===== src/rtl/pcm_fifo_if.sv =====
// pcm_fifo_if: sample-path bundle between the PCM decimator, pcm_fifo and the
// audio consumer. Optional error signals exist only when PCM_FIFO_ERR_EN is defined.
interface pcm_fifo_if #(
  parameter int unsigned ABITS = 3,
  parameter int unsigned DBITS = 8
);

  logic             wr;
  logic             rd;
  logic [DBITS-1:0] din;
  logic [DBITS-1:0] dout;
  logic             empty;
  logic             full;
  logic [ABITS:0]   level;
  logic             almost_full;
  logic             almost_empty;
`ifdef PCM_FIFO_ERR_EN
  logic             err_clr;
  logic             overflow;
  logic             underflow;
`endif

`ifdef PCM_FIFO_ERR_EN
  // Producer/consumer side.
  modport master (
    output wr, rd, din, err_clr,
    input  dout, empty, full, level, almost_full, almost_empty, overflow, underflow
  );

  // FIFO side.
  modport slave (
    input  wr, rd, din, err_clr,
    output dout, empty, full, level, almost_full, almost_empty, overflow, underflow
  );
`else
  // Producer/consumer side.
  modport master (
    output wr, rd, din,
    input  dout, empty, full, level, almost_full, almost_empty
  );

  // FIFO side.
  modport slave (
    input  wr, rd, din,
    output dout, empty, full, level, almost_full, almost_empty
  );
`endif

endinterface


===== src/rtl/pcm_fifo.sv =====
// pcm_fifo: first-word-fall-through sample FIFO for the PCM capture path.
// Depth is 2**ABITS words of DBITS bits. Flags are registered and computed from
// the next level, so they never lag the level output.
// Optional feature macro: PCM_FIFO_ERR_EN adds sticky overflow/underflow flags
// with an err_clr input. ABITS/DBITS must match the connected pcm_fifo_if.
module pcm_fifo #(
  parameter int unsigned ABITS    = 3,
  parameter int unsigned DBITS    = 8,
  parameter int unsigned AF_LEVEL = 6,
  parameter int unsigned AE_LEVEL = 1
) (
  input  logic      clock,
  input  logic      reset,
  pcm_fifo_if.slave bus
);

  localparam int unsigned Depth    = 1 << ABITS;
  localparam logic [ABITS:0]   DepthLvl = (ABITS+1)'(Depth);
  localparam logic [ABITS:0]   AfLvl    = (ABITS+1)'(AF_LEVEL);
  localparam logic [ABITS:0]   AeLvl    = (ABITS+1)'(AE_LEVEL);
  localparam logic [ABITS:0]   LvlOne   = (ABITS+1)'(1);
  localparam logic [ABITS-1:0] PtrOne   = ABITS'(1);

  logic [DBITS-1:0] mem_q [Depth];

  logic [ABITS-1:0] wp_q, wp_d;
  logic [ABITS-1:0] rp_q, rp_d;
  logic [ABITS:0]   level_q, level_d;
  logic             empty_q, empty_d;
  logic             full_q, full_d;
  logic             af_q, af_d;
  logic             ae_q, ae_d;

  logic wr_acc;
  logic rd_acc;

  // A write is accepted when space exists or a simultaneous read frees a slot;
  // a read is accepted only when data is present (no empty bypass).
  always_comb begin
    wr_acc = bus.wr && (!full_q || bus.rd);
    rd_acc = bus.rd && !empty_q;
  end

  // Next pointer/level values and flags derived from the next level.
  always_comb begin
    wp_d    = wp_q;
    rp_d    = rp_q;
    level_d = level_q;
    if (wr_acc) begin
      wp_d = wp_q + PtrOne;
    end
    if (rd_acc) begin
      rp_d = rp_q + PtrOne;
    end
    unique case ({wr_acc, rd_acc})
      2'b10:   level_d = level_q + LvlOne;
      2'b01:   level_d = level_q - LvlOne;
      default: level_d = level_q;
    endcase
    empty_d = (level_d == '0);
    full_d  = (level_d == DepthLvl);
    af_d    = (level_d >= AfLvl);
    ae_d    = (level_d <= AeLvl);
  end

  // Pointer, level and flag registers; reset discards all stored data.
  always_ff @(posedge clock or posedge reset) begin
    if (reset) begin
      wp_q    <= '0;
      rp_q    <= '0;
      level_q <= '0;
      empty_q <= 1'b1;
      full_q  <= 1'b0;
      af_q    <= 1'b0;
      ae_q    <= 1'b1;
    end else begin
      wp_q    <= wp_d;
      rp_q    <= rp_d;
      level_q <= level_d;
      empty_q <= empty_d;
      full_q  <= full_d;
      af_q    <= af_d;
      ae_q    <= ae_d;
    end
  end

  // Sample storage; intentionally not reset.
  always_ff @(posedge clock) begin
    if (wr_acc) begin
      mem_q[wp_q] <= bus.din;
    end
  end

  // Fall-through head of queue; don't-care while empty.
  assign bus.dout         = mem_q[rp_q];
  assign bus.empty        = empty_q;
  assign bus.full         = full_q;
  assign bus.level        = level_q;
  assign bus.almost_full  = af_q;
  assign bus.almost_empty = ae_q;

`ifdef PCM_FIFO_ERR_EN
  logic ovf_q;
  logic unf_q;

  // Sticky error flags; a clear on the same edge beats a new set.
  always_ff @(posedge clock or posedge reset) begin
    if (reset) begin
      ovf_q <= 1'b0;
      unf_q <= 1'b0;
    end else if (bus.err_clr) begin
      ovf_q <= 1'b0;
      unf_q <= 1'b0;
    end else begin
      if (bus.wr && full_q && !bus.rd) begin
        ovf_q <= 1'b1;
      end
      if (bus.rd && empty_q) begin
        unf_q <= 1'b1;
      end
    end
  end

  assign bus.overflow  = ovf_q;
  assign bus.underflow = unf_q;
`endif

endmodule


===== src/flat_wrapper.sv =====
// flat-port wrapper written by rule: the top's interface ports become plain ports
module pcm_fifo_flat 
#(
  parameter int unsigned ABITS    = 3,
  parameter int unsigned DBITS    = 8,
  parameter int unsigned AF_LEVEL = 6,
  parameter int unsigned AE_LEVEL = 1
)
  (clock, reset, bus_wr, bus_rd, bus_din, bus_dout, bus_empty, bus_full, bus_level, bus_almost_full, bus_almost_empty);
  pcm_fifo_if #(.ABITS(ABITS), .DBITS(DBITS)) bus_i ();
  input  logic clock;
  input  logic reset;
  input wire logic [$bits(bus_i.wr)-1:0] bus_wr;
  input wire logic [$bits(bus_i.rd)-1:0] bus_rd;
  input wire logic [$bits(bus_i.din)-1:0] bus_din;
  output wire logic [$bits(bus_i.dout)-1:0] bus_dout;
  output wire logic [$bits(bus_i.empty)-1:0] bus_empty;
  output wire logic [$bits(bus_i.full)-1:0] bus_full;
  output wire logic [$bits(bus_i.level)-1:0] bus_level;
  output wire logic [$bits(bus_i.almost_full)-1:0] bus_almost_full;
  output wire logic [$bits(bus_i.almost_empty)-1:0] bus_almost_empty;
  assign bus_i.wr = bus_wr;
  assign bus_i.rd = bus_rd;
  assign bus_i.din = bus_din;
  assign bus_dout = bus_i.dout;
  assign bus_empty = bus_i.empty;
  assign bus_full = bus_i.full;
  assign bus_level = bus_i.level;
  assign bus_almost_full = bus_i.almost_full;
  assign bus_almost_empty = bus_i.almost_empty;
  pcm_fifo #(.ABITS(ABITS), .DBITS(DBITS), .AF_LEVEL(AF_LEVEL), .AE_LEVEL(AE_LEVEL)) u_core (.clock(clock), .reset(reset), .bus(bus_i));
endmodule

===== config.mk =====
export PLATFORM = sky130hd
export DESIGN_NAME = pcm_fifo_flat
export DESIGN_NICKNAME = d
export VERILOG_FILES = /design/src/rtl/pcm_fifo_if.sv /design/src/rtl/pcm_fifo.sv /design/src/flat_wrapper.sv
export SDC_FILE = /design/constraint.sdc
export NUM_CORES = 1
export LEC_CHECK = 0
export ABC_AREA = 0
export CAP_MARGIN = 10
export CORE_ASPECT_RATIO = 0.75
export CORE_MARGIN = 4
export CORE_UTILIZATION = 24
export DETAILED_ROUTE_END_ITERATION = 10
export DONT_BUFFER_PORTS = 1
export GPL_ROUTABILITY_DRIVEN = 0
export PLACE_DENSITY = 0.42
export SLEW_MARGIN = 20
export SYNTH_ARGS = -nofsm -noshare
export SYNTH_HDL_FRONTEND = slang
export SYNTH_SLANG_ARGS = --single-unit
export TNS_END_PERCENT = 30

===== constraint.sdc =====
create_clock -name clock -period 6.8 [get_ports clock]
set_input_delay 1.36 -clock clock [delete_from_list [all_inputs] [get_ports clock]]
set_output_delay 1.36 -clock clock [all_outputs]
set_load 0.01 [all_outputs]

# After elaboration in Yosys (flattened, before gate mapping)
# Memories as Yosys holds them, arrays and structs flattened.
# Cells that the tools add are included.
[totals]
output_inout_bits = 16
regBits = 14
mem_bits_rw = 64
in_bits = 12
mem_count = 1
[mem_list]
columns = ["name", "words", "width", "rd", "rd_ports_with_merged_regs", "write_ports", "line_no", "source"]
rows = [
  ["u_core.mem_q", 8, 8, 1, 0, 1, "pcm_fifo.sv:24", "logic [DBITS-1:0] mem_q [Depth];"],
]
[op_classes]
n_reduce_logical = 6
n_mux = 3
eq_ne = 3
add_sub_neg = 4
n_lt_le_gt_ge = 2
[ops]
columns = ["operator", "count"]
rows = [
  ["4-bit case mux with 2 select lines", 1],
  ["3-bit by 1-bit adder with 3-bit output (second input constant)", 2],
  ["4-bit by 1-bit adder with 4-bit output (second input constant)", 1],
  ["4-bit == test (second input constant)", 1],
  ["4-bit by 3-bit >= comparator with 1-bit output (second input constant)", 1],
  ["4-bit by 1-bit less-or-equal comparator with 1-bit output (second input constant)", 1],
  ["4-bit logical NOT", 1],
  ["4-bit by 1-bit subtractor with 4-bit output (second input constant)", 1],
  ["2-bit by 1-bit == test with 1-bit output (second input constant)", 1],
  ["2-bit == test (second input constant)", 1],
  ["1-bit logical AND", 2],
  ["1-bit logical NOT", 2],
  ["1-bit two-way mux", 2],
  ["1-bit logical OR", 1],
]

# Depth between registers and ports, before layout
[depth]
word_depth = 6
depth_mapped = 10
mapped_depth_nobuf = 10

# Worst setup path before layout
# Ideal clock, no wire load.
[synth_path]
path_type = "input port to flip-flop"
start = "input port bus_rd"
end = "register u_core.af_q, in the netlist u_core.bus.almost_full"
path_buffers = 0
arrival_time_ns = 3.099
cell_stages = 8
setup_slack_ns = 3.563
setup_time_ns = 0.138
required_time_ns = 6.662
path_cell_list = "inv_1 a21boi_0 inv_1 ha_1 or4b_4 a31oi_2 xnor2_1 o21ai_0"
[synth_between]
elab_chain_cells = 5
word_cells_on_any_way = 7
cone_classes = "order compare (1); eq/ne (2); mux (1); reduce/logical (3)"
[synth_lines]
columns = ["element", "line_no", "source"]
rows = [
  ["from (decl)", "flat_wrapper.sv:14", "input wire logic [$bits(bus_i.rd)-1:0] bus_rd;"],
  ["1-bit logical OR", "pcm_fifo.sv:40", "wr_acc = bus.wr && (!full_q || bus.rd);"],
  ["1-bit logical AND", "pcm_fifo.sv:40", ""],
  ["2-bit by 1-bit == test with 1-bit output or 2-bit == test (tied branches)", "pcm_fifo.sv:55", "unique case ({wr_acc, rd_acc})"],
  ["4-bit case mux with 2 select lines (*)", "pcm_fifo.sv:55", ""],
  ["4-bit by 3-bit >= comparator with 1-bit output (*)", "pcm_fifo.sv:62", "af_d = (level_d >= AfLvl);"],
  ["via u_core.af_d", "pcm_fifo.sv:31", "logic af_q, af_d;"],
  ["to (signal assigned)", "pcm_fifo.sv:74", "af_q <= 1'b0;"],
  ["to (signal assigned)", "pcm_fifo.sv:82", "af_q <= af_d;"],
  ["to (decl)", "pcm_fifo.sv:31", ""],
]
# Mark *: on every way through the listed nets, which the timed path passes. The rest lies on a longest branch.
# A chain may end at the register's enable or synchronous reset.

# Worst setup path after layout
[layout_path]
start = "register u_core.rp_q[1]"
end = "output port bus_dout[6]"
[layout_between]
elab_chain_cells = 1
[layout_lines]
columns = ["element", "line_no", "source"]
rows = [
  ["from (decl)", "pcm_fifo.sv:27", "logic [ABITS-1:0] rp_q, rp_d;"],
  ["from (signal assigned)", "pcm_fifo.sv:78", "rp_q <= rp_d;"],
  ["memory 8 x 8 bit", "n/a", ""],
  ["to (decl)", "flat_wrapper.sv:16", "output wire logic [$bits(bus_i.dout)-1:0] bus_dout;"],
]
# No other way between the ends.

==> flow_results.xml <==
<?xml version="1.0" encoding="UTF-8"?>
<metrics>
  <group name="yosys">
    <metric name="synth-adder-area-share" unit="">0.0158</metric>
    <metric name="yosysWarningCount" unit="">0</metric>
    <metric name="number_of_enable_type_register_cells_in_the_synthesized_netlist" unit="">64</metric>
    <metric name="post_synth_inst_count" unit="">170</metric>
    <metric name="synthesis.area" unit="sq um">3170</metric>
    <metric name="combinational_family_with_the_most_area_after_synthesis" unit="">multiplexers</metric>
    <metric name="postSynthNetCount" unit="">186</metric>
    <metric name="synth.lib_cells_used.distinct" unit="">30</metric>
    <metric name="yosysSeqAreaShare" unit="">0.717</metric>
    <metric name="synth-main-ff-cell" unit="">edfxtp_1</metric>
    <metric name="synthArstFlopShare" unit="">0.179</metric>
    <metric name="synth_compound_gate_area_share" unit="">0.0118</metric>
    <metric name="synthesized_area_per_cell" unit="sq um">18.7</metric>
    <metric name="synth_seq_cells" unit="">78</metric>
    <metric name="synth_mux_area_frac" unit="">0.152</metric>
    <metric name="synth_simple_gate_area_share" unit="">0.0639</metric>
    <metric name="synth_xor_area_frac" unit="">0.0221</metric>
  </group>
  <group name="final_layout">
    <metric name="postLayoutCellArea" unit="sq um">3660</metric>
    <metric name="total_of_fill_cells_in_the_finished_design" unit="">1297</metric>
    <metric name="diodes" unit="">0</metric>
    <metric name="drive_gt1_frac" unit="">0.264</metric>
    <metric name="area_growth_syn_to_layout" unit="%">15.5</metric>
    <metric name="utilization" unit="">0.283</metric>
    <metric name="nets" unit="">193</metric>
  </group>
  <group name="clock_tree">
    <metric name="clock_latency" unit="ns">0.33</metric>
    <metric name="htree_depth" unit="">3</metric>
    <metric name="cts_buffer_depth" unit="">2</metric>
    <metric name="cts.sink_count" unit="">78</metric>
    <metric name="hold_buffers" unit="">0</metric>
    <metric name="cts.reportedPaths.clkPinSlew" unit="ns">0.06</metric>
    <metric name="cts_tree" unit="">done</metric>
    <metric name="clk_root_buffer_cell" unit="">clkbuf_16</metric>
    <metric name="tritoncts.num_buffers" unit="">9</metric>
    <metric name="post_cts_buffers" unit="">0</metric>
    <metric name="post_cts_resize_count" unit="">0</metric>
  </group>
  <group name="hold_path">
    <metric name="min-delay-path-class" unit="">reg -&gt; reg</metric>
  </group>
  <group name="setup_path">
    <metric name="setup.worst_path.class" unit="">reg -&gt; out</metric>
    <metric name="cp_max_fo" unit="">18</metric>
    <metric name="critical_path.slowest_cell" unit="">dfrtp_1</metric>
    <metric name="cp_cell_sequence" unit="">mux4_2 -&gt; mux2_2</metric>
    <metric name="critical_path_required" unit="ns">5.44</metric>
    <metric name="arrival" unit="ns">1.98</metric>
    <metric name="critPathCaptureType" unit="">output port</metric>
    <metric name="critPathMaxStageDelay" unit="ns">0.89</metric>
    <metric name="worstSetupStartpointType" unit="">flop</metric>
  </group>
  <group name="timing">
    <metric name="setup_total_negative_slack" unit="ns">0</metric>
    <metric name="timing.final.max_slew_violations" unit="">0</metric>
    <metric name="setup_ws" unit="ns">3.46</metric>
    <metric name="setup_viol_count_final" unit="">0</metric>
    <metric name="worst-slew-pin-transition" unit="ns">1.02</metric>
    <metric name="relSlewSlack" unit="">0.316</metric>
    <metric name="rsz_0062_raised_after_global_routing" unit="">false</metric>
    <metric name="timing.clock.skew" unit="ns">0.00910</metric>
    <metric name="layout_min_cycle_time" unit="ns">3.34</metric>
    <metric name="post_route_clock_period_utilization" unit="">0.491</metric>
    <metric name="timing.final.hold_violations" unit="">0</metric>
    <metric name="fmax" unit="MHz">300</metric>
  </group>
  <group name="placed_design">
    <metric name="port-buffer-count" unit="">0</metric>
    <metric name="dp_hpwl" unit="mm">3.99</metric>
    <metric name="placement.setup.worst_slack" unit="ns">3.31</metric>
    <metric name="placed_area" unit="sq um">3380</metric>
  </group>
  <group name="grt">
    <metric name="grt_remaining_overflow" unit="">0</metric>
    <metric name="maximum_number_of_pins_on_one_net_before_global_route_repair" unit="">19</metric>
    <metric name="number_of_antenna_violations_at_the_first_check_in_global_routing" unit="">0</metric>
    <metric name="grt_first_pass_wirelength" unit="mm">9.70</metric>
    <metric name="vias_in_the_first_global_route" unit="">1516</metric>
    <metric name="groute.usage.overall" unit="">0.0898</metric>
  </group>
  <group name="floorplanning">
    <metric name="floorplan.die.width" unit="um">141</metric>
    <metric name="floorplan.rows" unit="">36</metric>
    <metric name="die_y" unit="um">108</metric>
    <metric name="io_pins" unit="">28</metric>
    <metric name="floorplan.initialDensity" unit="">0.245</metric>
    <metric name="design.die.area" unit="sq um">15100</metric>
    <metric name="floorplan.core_area" unit="sq um">13000</metric>
  </group>
  <group name="outcome">
    <metric name="run_status" unit="">completed</metric>
  </group>
  <group name="route">
    <metric name="drt_wl_total" unit="mm">6.32</metric>
    <metric name="routed_via_density" unit="">4.16</metric>
    <metric name="num_vias" unit="">1470</metric>
    <metric name="route.antenna.remaining_nets" unit="">0</metric>
    <metric name="detailedRoute.firstIterationViolations" unit="">64</metric>
    <metric name="dr.pass1.iters" unit="">4</metric>
    <metric name="remaining_drc_errors" unit="">0</metric>
    <metric name="drt-wirelength-per-cell" unit="um">17.9</metric>
  </group>
  <group name="power_and_ir_drop">
    <metric name="leakage" unit="nW">1.23</metric>
    <metric name="vdd_ir_drop_max" unit="uV">129</metric>
    <metric name="power.density_cell_area" unit="nW/um^2">442</metric>
    <metric name="report.power.total" unit="mW">1.62</metric>
  </group>
  <group name="flow_run">
    <metric name="cap_viol_max_count" unit="">0</metric>
  </group>
</metrics>
==> stage by stage <==
stage | cells | hold slack (ns)
CTS | 353 | 0.540
detailed placement | 337 | 0.528
global placement | 337 | 0.532
floorplan | 170 | 0.486
global route | 353 | 0.580
finish | 353 | 0.534
==> synthesized netlist by cell type, types with 2 or more instances <==
library cell / n / share of area
buf_2: 2 / 0.0032
clkbuf_1: 4 / 0.0047
dfrtp_1: 12 / 0.095
dfstp_2: 2 / 0.017
edfxtp_1: 64 / 0.61
ha_1: 4 / 0.016
inv_1: 6 / 0.0071
mux2_2: 9 / 0.032
mux2i_1: 2 / 0.0063
mux4_2: 16 / 0.11
nand2_1: 10 / 0.012
nand2b_1: 3 / 0.0059
nor2_1: 11 / 0.013
nor3_1: 2 / 0.0032
or4b_4: 2 / 0.0087
xnor2_1: 5 / 0.014
xor2_1: 3 / 0.0083
==> layer usage <==
layer / wire length (um) / part of all wire / GRT usage / vias to the layer above
met5: 0 / 0 / 0 / -
met4: 71 / 0.011 / 0.0290 / 0
met3: 402 / 0.064 / 0.0395 / 6
met2: 2740 / 0.43 / 0.127 / 31
met1: 3110 / 0.49 / 0.123 / 765
li1: - / - / - / 668
==> power breakdown <==
group | internal [mW] | switching, mW | total (mW)
registers | 0.621 | 0.109 | 0.730
logic | 0.217 | 0.216 | 0.433
clock network | 0.280 | 0.178 | 0.458
==> flip-flops by register name, indices dropped and copies added (netlist names) <==
register	count
u_core.bus.almost_empty	1
u_core.bus.almost_full	1
u_core.bus.empty	1
u_core.bus.full	1
u_core.bus.level	4
u_core.mem_q	64
u_core.rp_q	3
u_core.wp_q	3
==> cell type report <==
cell class / count / area, sq um / area share
repair buffers: 3 / 22.5 / 0.00615
clock inverters: 2 / 13.8 / 0.00376
multi-input cells: 79 / 842 / 0.230
flip-flops and latches: 78 / 2270 / 0.621
inverters: 6 / 22.5 / 0.00615
well taps: 171 / 214 / 0.0584
clock buffers: 14 / 275 / 0.0751
==> path summary, 6_finish.rpt <==
check,from,cells after the start,to,slack [ns]
hold reg to reg,u_core.wp_q[0],2,u_core.wp_q[0],0.53
hold / removal,u_core.wp_q[0],2,u_core.wp_q[0],0.53
setup reg to reg,u_core.bus.full,7,u_core.bus.almost_full,4.25
setup / recovery,u_core.rp_q[1],2,bus_dout[6],3.46
max in group asynchronous,reset,1,u_core.rp_q[1],5.45
min in group asynchronous,reset,1,u_core.bus.almost_full,0.97
==> kinds of logic after synthesis <==
logic type | after synthesis
xor+xnor | 8
buf+inv | 13
compound gates | 5
simple gates | 35
flops | 78
fa+ha+maj | 4
mux | 27
==> layout by cell type (no fill, tap or decap), types with 2 or more instances in the layout <==
master / n
nor3_1: 2
mux2_2: 9
or4b_4: 2
clkbuf_16: 10
xnor2_1: 5
nand2b_1: 3
dfstp_2: 2
inv_1: 6
nand2_1: 10
mux2i_1: 2
clkbuf_1: 3
buf_4: 3
dfrtp_1: 12
xor2_1: 3
mux4_2: 16
edfxtp_1: 64
ha_1: 4
nor2_1: 11
==> critical path, delay by kind of cell, from the launching register on <==
kind	cells	cell delay (ns)
muxes	2	0.75
DFF	1	0.89
Note: power is estimated with default switching activity, not from simulation.
